`config.mk`:
```
export PLATFORM = sky130hd
export DESIGN_NAME = buff_uart_host_flat
export DESIGN_NICKNAME = d
export VERILOG_FILES = /design/src/rtl/buff_uart_host_pkg.sv /design/src/rtl/buff_uart_host_if.sv /design/src/rtl/buff_uart_host_gap_timer.sv /design/src/rtl/buff_uart_host.sv /design/src/flat_wrapper.sv
export SDC_FILE = /design/constraint.sdc
export NUM_CORES = 1
export LEC_CHECK = 0
export ABC_AREA = 0
export CORE_AREA = 10 10 63 65
export DETAILED_ROUTE_END_ITERATION = 6
export DIE_AREA = 0 0 73 75
export GPL_ROUTABILITY_DRIVEN = 0
export PLACE_DENSITY = 0.87
export SLEW_MARGIN = 10
export SYNTH_ARGS = -nofsm -noshare
export SYNTH_HDL_FRONTEND = slang
export SYNTH_SLANG_ARGS = --single-unit
```
`constraint.sdc`:
```
create_clock -name clock -period 3.7 [get_ports clock]
set_clock_uncertainty 0.15 [all_clocks]
set_input_delay 0.37 -clock clock [delete_from_list [all_inputs] [get_ports clock]]
set_output_delay 0.37 -clock clock [all_outputs]
set_load 0.02 [all_outputs]
```
`src/rtl/buff_uart_host_pkg.sv`:
```
// Shared bus package for the buffered UART host and the peripherals it addresses.
// Provides the bus transaction state encoding, the transfer direction type and
// the gap counter width.
package buff_uart_host_pkg;

    // Width of the inter-transaction gap counter (gap_cycles range 0..15).
    localparam int unsigned GapCntW = 4;

    // Bus transaction sequencer states.
    typedef enum logic [2:0] {
        StIdle,
        StAddr,
        StStrobe,
        StCapture,
        StGap
    } state_e;

    // Direction of a bus transfer.
    typedef enum logic {
        DirRead  = 1'b0,
        DirWrite = 1'b1
    } dir_e;

endpackage

```
`src/rtl/buff_uart_host_if.sv`:
```
// Signal bundle between a command client, the buffered UART host and the
// peripheral bus.
//   cmd_*  : command channel (client -> host), valid/ready handshake
//   rsp_*  : read response channel (host -> client), valid/ready handshake
//   bus_*, active_address, write_enable, read_enable : peripheral bus
// Modports:
//   slave  : the host's view (accepts commands, drives the bus)
//   master : the client / environment view
interface buff_uart_host_if #(
    parameter int unsigned width         = 8,
    parameter int unsigned address_width = 4
) ();

    logic                     cmd_valid;
    logic                     cmd_ready;
    logic                     cmd_write;
    logic [width-1:0]         cmd_data;

    logic                     rsp_valid;
    logic                     rsp_ready;
    logic [width-1:0]         rsp_data;

    logic [address_width-1:0] active_address;
    logic                     write_enable;
    logic                     read_enable;
    logic [width-1:0]         bus_data_out;
    logic                     bus_data_oe;
    logic [width-1:0]         bus_data_in;

    modport slave (
        input  cmd_valid, cmd_write, cmd_data, rsp_ready, bus_data_in,
        output cmd_ready, rsp_valid, rsp_data, active_address, write_enable,
               read_enable, bus_data_out, bus_data_oe
    );

    modport master (
        output cmd_valid, cmd_write, cmd_data, rsp_ready, bus_data_in,
        input  cmd_ready, rsp_valid, rsp_data, active_address, write_enable,
               read_enable, bus_data_out, bus_data_oe
    );

endinterface

```
`src/rtl/buff_uart_host_gap_timer.sv`:
```
// Down-counter timing the idle gap between bus transactions.
// Ports:
//   clk_i, rst_i : clock, synchronous active-high reset
//   load_i       : load load_val_i into the counter
//   load_val_i   : gap length in cycles
//   dec_i        : count down by one (saturates at zero)
//   done_o       : high in the final gap cycle, so the count reaches zero as
//                  the sequencer leaves the gap
module buff_uart_host_gap_timer
    import buff_uart_host_pkg::*;
(
    input  logic               clk_i,
    input  logic               rst_i,
    input  logic               load_i,
    input  logic [GapCntW-1:0] load_val_i,
    input  logic               dec_i,
    output logic               done_o
);

    logic [GapCntW-1:0] count_q, count_d;

    always_comb begin
        count_d = count_q;
        if (load_i) begin
            count_d = load_val_i;
        end else if (dec_i && (count_q != '0)) begin
            count_d = count_q - GapCntW'(1);
        end
    end

    always_ff @(posedge clk_i) begin
        if (rst_i) begin
            count_q <= '0;
        end else begin
            count_q <= count_d;
        end
    end

    assign done_o = (count_q <= GapCntW'(1));

endmodule

```
`src/rtl/buff_uart_host.sv`:
```
// Buffered UART host: turns single write/read commands into timed transactions
// on a simple addressed peripheral bus. Writes go to tx_address, reads come
// from rx_address and are returned on a one-deep response buffer.
// Ports:
//   clock, reset : rising-edge clock, synchronous active-high reset
//   host_if      : command/response channels and peripheral bus (slave view)
// Sequence: IDLE -> ADDR -> STROBE -> [CAPTURE for reads] -> GAP -> IDLE.
module buff_uart_host
    import buff_uart_host_pkg::*;
#(
    parameter int unsigned width         = 8,
    parameter int unsigned address_width = 4,
    parameter int unsigned tx_address    = 1,
    parameter int unsigned rx_address    = 2,
    parameter int unsigned gap_cycles    = 1
) (
    input  logic           clock,
    input  logic           reset,
    buff_uart_host_if.slave host_if
);

    localparam logic [address_width-1:0] TxAddr    = address_width'(tx_address);
    localparam logic [address_width-1:0] RxAddr    = address_width'(rx_address);
    localparam logic [GapCntW-1:0]       GapCycles = GapCntW'(gap_cycles);

    state_e           state_q, state_d;
    dir_e             dir_q, dir_d;
    logic [width-1:0] data_q, data_d;
    logic             rsp_valid_q, rsp_valid_d;
    logic [width-1:0] rsp_data_q, rsp_data_d;

    logic cmd_ready;
    logic timer_load;
    logic timer_dec;
    logic timer_done;

    // A read is refused while a response is still pending, so the single
    // response buffer can never be overwritten. Writes are always accepted.
    assign cmd_ready = (state_q == StIdle) && !(rsp_valid_q && !host_if.cmd_write);

    always_comb begin
        state_d    = state_q;
        dir_d      = dir_q;
        data_d     = data_q;
        timer_load = 1'b0;
        timer_dec  = 1'b0;

        unique case (state_q)
            StIdle: begin
                if (host_if.cmd_valid && cmd_ready) begin
                    dir_d   = host_if.cmd_write ? DirWrite : DirRead;
                    data_d  = host_if.cmd_write ? host_if.cmd_data : '0;
                    state_d = StAddr;
                end
            end
            StAddr: begin
                state_d = StStrobe;
            end
            StStrobe: begin
                if (dir_q == DirRead) begin
                    state_d = StCapture;
                end else if (GapCycles == '0) begin
                    state_d = StIdle;
                end else begin
                    timer_load = 1'b1;
                    state_d    = StGap;
                end
            end
            StCapture: begin
                if (GapCycles == '0) begin
                    state_d = StIdle;
                end else begin
                    timer_load = 1'b1;
                    state_d    = StGap;
                end
            end
            StGap: begin
                timer_dec = 1'b1;
                if (timer_done) begin
                    state_d = StIdle;
                end
            end
            default: begin
                state_d = StIdle;
            end
        endcase
    end

    // Response buffer. A load from CAPTURE wins over a same-cycle handshake so
    // the fresh value is never dropped.
    always_comb begin
        rsp_valid_d = rsp_valid_q;
        rsp_data_d  = rsp_data_q;
        if (rsp_valid_q && host_if.rsp_ready) begin
            rsp_valid_d = 1'b0;
        end
        if (state_q == StCapture) begin
            rsp_valid_d = 1'b1;
            rsp_data_d  = host_if.bus_data_in;
        end
    end

    always_ff @(posedge clock) begin
        if (reset) begin
            state_q     <= StIdle;
            dir_q       <= DirRead;
            data_q      <= '0;
            rsp_valid_q <= 1'b0;
            rsp_data_q  <= '0;
        end else begin
            state_q     <= state_d;
            dir_q       <= dir_d;
            data_q      <= data_d;
            rsp_valid_q <= rsp_valid_d;
            rsp_data_q  <= rsp_data_d;
        end
    end

    buff_uart_host_gap_timer u_gap_timer (
        .clk_i      (clock),
        .rst_i      (reset),
        .load_i     (timer_load),
        .load_val_i (GapCycles),
        .dec_i      (timer_dec),
        .done_o     (timer_done)
    );

    // Bus outputs are decoded from state so reset clears them in the same edge.
    assign host_if.cmd_ready      = cmd_ready;
    assign host_if.rsp_valid      = rsp_valid_q;
    assign host_if.rsp_data       = rsp_data_q;
    assign host_if.active_address = (state_q == StIdle) ? '0 :
                                    (dir_q == DirWrite) ? TxAddr : RxAddr;
    assign host_if.write_enable   = (state_q == StStrobe) && (dir_q == DirWrite);
    assign host_if.read_enable    = (state_q == StStrobe) && (dir_q == DirRead);
    assign host_if.bus_data_oe    = (dir_q == DirWrite) &&
                                    ((state_q == StAddr) || (state_q == StStrobe));
    assign host_if.bus_data_out   = host_if.bus_data_oe ? data_q : '0;

endmodule
```
`src/flat_wrapper.sv`:
```
// flat-port wrapper written by rule: the top's interface ports become plain ports
module buff_uart_host_flat import buff_uart_host_pkg::*;
#(
    parameter int unsigned width         = 8,
    parameter int unsigned address_width = 4,
    parameter int unsigned tx_address    = 1,
    parameter int unsigned rx_address    = 2,
    parameter int unsigned gap_cycles    = 1
)
  (clock, reset, host_if_cmd_valid, host_if_cmd_write, host_if_cmd_data, host_if_rsp_ready, host_if_bus_data_in, host_if_cmd_ready, host_if_rsp_valid, host_if_rsp_data, host_if_active_address, host_if_write_enable, host_if_read_enable, host_if_bus_data_out, host_if_bus_data_oe);
  buff_uart_host_if #(.width(width), .address_width(address_width)) host_if_i ();
  input  logic clock;
  input  logic reset;
  input wire logic [$bits(host_if_i.cmd_valid)-1:0] host_if_cmd_valid;
  input wire logic [$bits(host_if_i.cmd_write)-1:0] host_if_cmd_write;
  input wire logic [$bits(host_if_i.cmd_data)-1:0] host_if_cmd_data;
  input wire logic [$bits(host_if_i.rsp_ready)-1:0] host_if_rsp_ready;
  input wire logic [$bits(host_if_i.bus_data_in)-1:0] host_if_bus_data_in;
  output wire logic [$bits(host_if_i.cmd_ready)-1:0] host_if_cmd_ready;
  output wire logic [$bits(host_if_i.rsp_valid)-1:0] host_if_rsp_valid;
  output wire logic [$bits(host_if_i.rsp_data)-1:0] host_if_rsp_data;
  output wire logic [$bits(host_if_i.active_address)-1:0] host_if_active_address;
  output wire logic [$bits(host_if_i.write_enable)-1:0] host_if_write_enable;
  output wire logic [$bits(host_if_i.read_enable)-1:0] host_if_read_enable;
  output wire logic [$bits(host_if_i.bus_data_out)-1:0] host_if_bus_data_out;
  output wire logic [$bits(host_if_i.bus_data_oe)-1:0] host_if_bus_data_oe;
  assign host_if_i.cmd_valid = host_if_cmd_valid;
  assign host_if_i.cmd_write = host_if_cmd_write;
  assign host_if_i.cmd_data = host_if_cmd_data;
  assign host_if_i.rsp_ready = host_if_rsp_ready;
  assign host_if_i.bus_data_in = host_if_bus_data_in;
  assign host_if_cmd_ready = host_if_i.cmd_ready;
  assign host_if_rsp_valid = host_if_i.rsp_valid;
  assign host_if_rsp_data = host_if_i.rsp_data;
  assign host_if_active_address = host_if_i.active_address;
  assign host_if_write_enable = host_if_i.write_enable;
  assign host_if_read_enable = host_if_i.read_enable;
  assign host_if_bus_data_out = host_if_i.bus_data_out;
  assign host_if_bus_data_oe = host_if_i.bus_data_oe;
  buff_uart_host #(.width(width), .address_width(address_width), .tx_address(tx_address), .rx_address(rx_address), .gap_cycles(gap_cycles)) u_core (.clock(clock), .reset(reset), .host_if(host_if_i));
endmodule
```
==> impl_metrics.tcl <==
set metrics [dict create \
    status "finished clean" \
    core_area_um2 2710 \
    n_antenna_cell 0 \
    fin_util 0.607 \
    vias 1119 \
    ys_types 30 \
    area_growth_pct 37.0 \
    htreeDepth 1 \
    synth_fa_ha_area_frac 0.0313 \
    worst_pin_slew_ns 0.771 \
    hpwl_um 2660 \
    relSlewSlack 0.485 \
    clock-sinks 25 \
    routed_wirelength_um 3350 \
    port_buffers 43 \
    postCtsSetupBuffers 0 \
    maxSlewViolCount 0 \
    layout_common_cells "43 x clkdlybuf4s50_1, 25 x dfxtp_1, 14 x a21oi_1" \
    ys_seq_area_frac 0.417 \
    regArea_um2 500 \
    cts_made_buffers 3 \
    rr_startpoint "u_core.state_q[2]" \
    hold_violations 0 \
    drcViolationCount 0 \
    synthCells 138 \
    holdPathStages 2 \
    grt_use_total 0.125 \
    whs_ns 0.332 \
    cts_tree "yes" \
    yosys_warnings 0 \
    grt_max_degree 22 \
    dieArea_um2 5480 \
    critPathArrivalTime_ns 2.44 \
    avgViaCountPerCell 5.43 \
    min_path_type "reg -> reg" \
    powerDensity_nw_per_um2 328 \
    final_common_cell "clkdlybuf4s50_1" \
    fin_crit_ns 2.96 \
    rows 19 \
    synth_xor_xnor_area_share 0.00729 \
    syn_area_um2 1200 \
    clock.fmax_mhz 338 \
    cts.repair.resized 0 \
    cts_root_buf "clkbuf_4" \
    fin_crit_sh 0.800 \
    synth_top_family_by_area "simple AND/OR/NAND/NOR gates" \
    detail_route.first_pass.iterations 4 \
    cts_max_path_buffers 2 \
    drt_iter0_markers 81 \
    start_kind "flip-flop" \
    worstHoldEndpoint "u_core.data_q[3]" \
    drv_cap 0 \
    drive_gt1_frac 0.0400 \
    setup_viol 0 \
    hold_buffers 0 \
    critPathMaxFanout 9 \
    synthSimpleGateAreaFrac 0.246 \
    grt_overflow 0 \
    endpoint_kind "primary output" \
    rr_worst_depth 3 \
    p_leak_nw 0.644 \
    clk_latency_ns 0.31 \
    io_pins 46 \
    avgRoutedWirePerCell_um 16.3 \
    fillers 249 \
    path_cells "xnor2_1, nor3b_1, and2_1, clkdlybuf4s50_1" \
    reg2reg_slack_ns 1.88 \
    rr_endpoint "u_core.u_gap_timer.count_q[3]" \
    antenna_left 0 \
    multiInputGateArea_um2 623 \
    critPathSlowestCell "nor3b_1" \
    grt_pass1_wl_um 5530 \
    die_w_um 73 \
    die_y_um 75 \
    fin_nets 200 \
    ys_seq_elements 25 \
    fin_area_um2 1650 \
    dpl-instance-area_um2 1620 \
    ir_drop_mv 0.261 \
    first_global_vias 1148 \
    muxShareOfSynthArea 0.0750 \
    initial_core_util 0.443 \
    holdCritStartpoint "u_core.data_q[3]" \
    worstPathRequired_ns 3.18 \
    antenna_found_initial 0 \
    worstSetupPathType "reg -> out" \
    grt_setup_unrepaired "no" \
    path_clk_slew_ns 0.13 \
    max_stage_delay_ns 0.64 \
    avgSynthCellArea_um2 8.70 \
    fin_tns_setup_ns 0 \
    synth_compound_area_frac 0.153 \
]
==> per-stage QoR <==
stage / setup slack [ns] / std cells / power, mW
finish: 0.740 / 206 / 0.539
global route: 0.515 / 206 / 0.571
CTS: 0.712 / 206 / 0.541
detailed placement: 1.08 / 202 / 0.423
global placement: 1.17 / 202 / 0.417
floorplan: 1.50 / 139 / 0.372
==> synth_stat cells <==
cell type / n / share of area
nor3_1: 3 / 0.012
nor2_1: 13 / 0.041
inv_1: 4 / 0.012
nor2b_1: 1 / 0.0052
nand3b_1: 1 / 0.0063
buf_4: 2 / 0.012
nor3_2: 1 / 0.0083
nand3_1: 1 / 0.0042
dfxtp_1: 25 / 0.42
buf_6: 1 / 0.0094
nand2b_1: 2 / 0.010
nor3b_1: 3 / 0.019
o21a_1: 2 / 0.012
o21ai_0: 5 / 0.021
or3_1: 4 / 0.021
clkinv_1: 1 / 0.0031
or2_2: 2 / 0.010
ha_1: 3 / 0.031
or4_1: 2 / 0.012
mux2i_1: 9 / 0.075
nand4_1: 8 / 0.042
a31oi_1: 1 / 0.0052
clkbuf_1: 7 / 0.022
or3b_1: 1 / 0.0073
conb_1: 1 / 0.0031
xnor2_1: 1 / 0.0073
o31ai_1: 9 / 0.056
a21oi_1: 14 / 0.058
buf_2: 2 / 0.0083
and2_1: 9 / 0.047
==> flip-flops by register name, summed over array words and instances (netlist names) <==
| signal | flops |
|---|---|
| u_core.state_q | 3 |
| u_core.host_if.rsp_valid | 1 |
| u_core.u_gap_timer.count_q | 4 |
| u_core.dir_q | 1 |
| u_core.data_q | 8 |
| u_core.host_if.rsp_data | 8 |
==> routing by layer <==
| layer | vias to the layer above | part of all wire | GRT usage |
|---|---|---|---|
| met1 | 529 | 0.38 | 0.128 |
| met4 | 0 | 0.013 | 0.0549 |
| met5 | - | 0 | 0 |
| met2 | 28 | 0.55 | 0.225 |
| met3 | 4 | 0.062 | 0.0420 |
| li1 | 558 | - | - |
==> worst max-delay path by stage <==
stage	start	endpoint
6_report	u_core.state_q[0]	host_if_bus_data_out[5]
5_1_grt	u_core.state_q[0]	host_if_bus_data_out[5]
4_1_cts	u_core.state_q[0]	host_if_bus_data_out[5]
3_5_place_dp	u_core.state_q[0]	host_if_bus_data_out[5]
3_3_place_gp	host_if_cmd_write	host_if_cmd_ready
2_1_floorplan	u_core.state_q[1]	host_if_bus_data_out[0]
==> power by group <==
part	internal, mW	switching [mW]
registers	0.281	0.0123
clock network	0.0421	0.0796
logic	0.0576	0.0670
total	0.380	0.159
==> final cells by class <==
type | instances | area share
inverters | 5 | 0.0114
flip-flops and latches | 25 | 0.304
well taps | 31 | 0.0236
repair buffers | 44 | 0.266
clock buffers | 4 | 0.0160
multi-input cells | 97 | 0.379
==> logic make-up after synthesis <==
group,Yosys count
flip-flops,25
AO/OA/AOI/OAI,31
other,1
multiplexers,9
XOR/XNOR,1
buffers and inverters,17
adder cells (fa/ha/maj),3
AND/OR/NAND/NOR,51
==> worst max-delay path, delay by kind of cell, from the launching register on <==
kind	cells	cell delay (ns)
simple gates	2	0.87
buf+inv	1	0.61
flops	1	0.52
xor+xnor	1	0.12
Power figures use the tool's default switching activity.
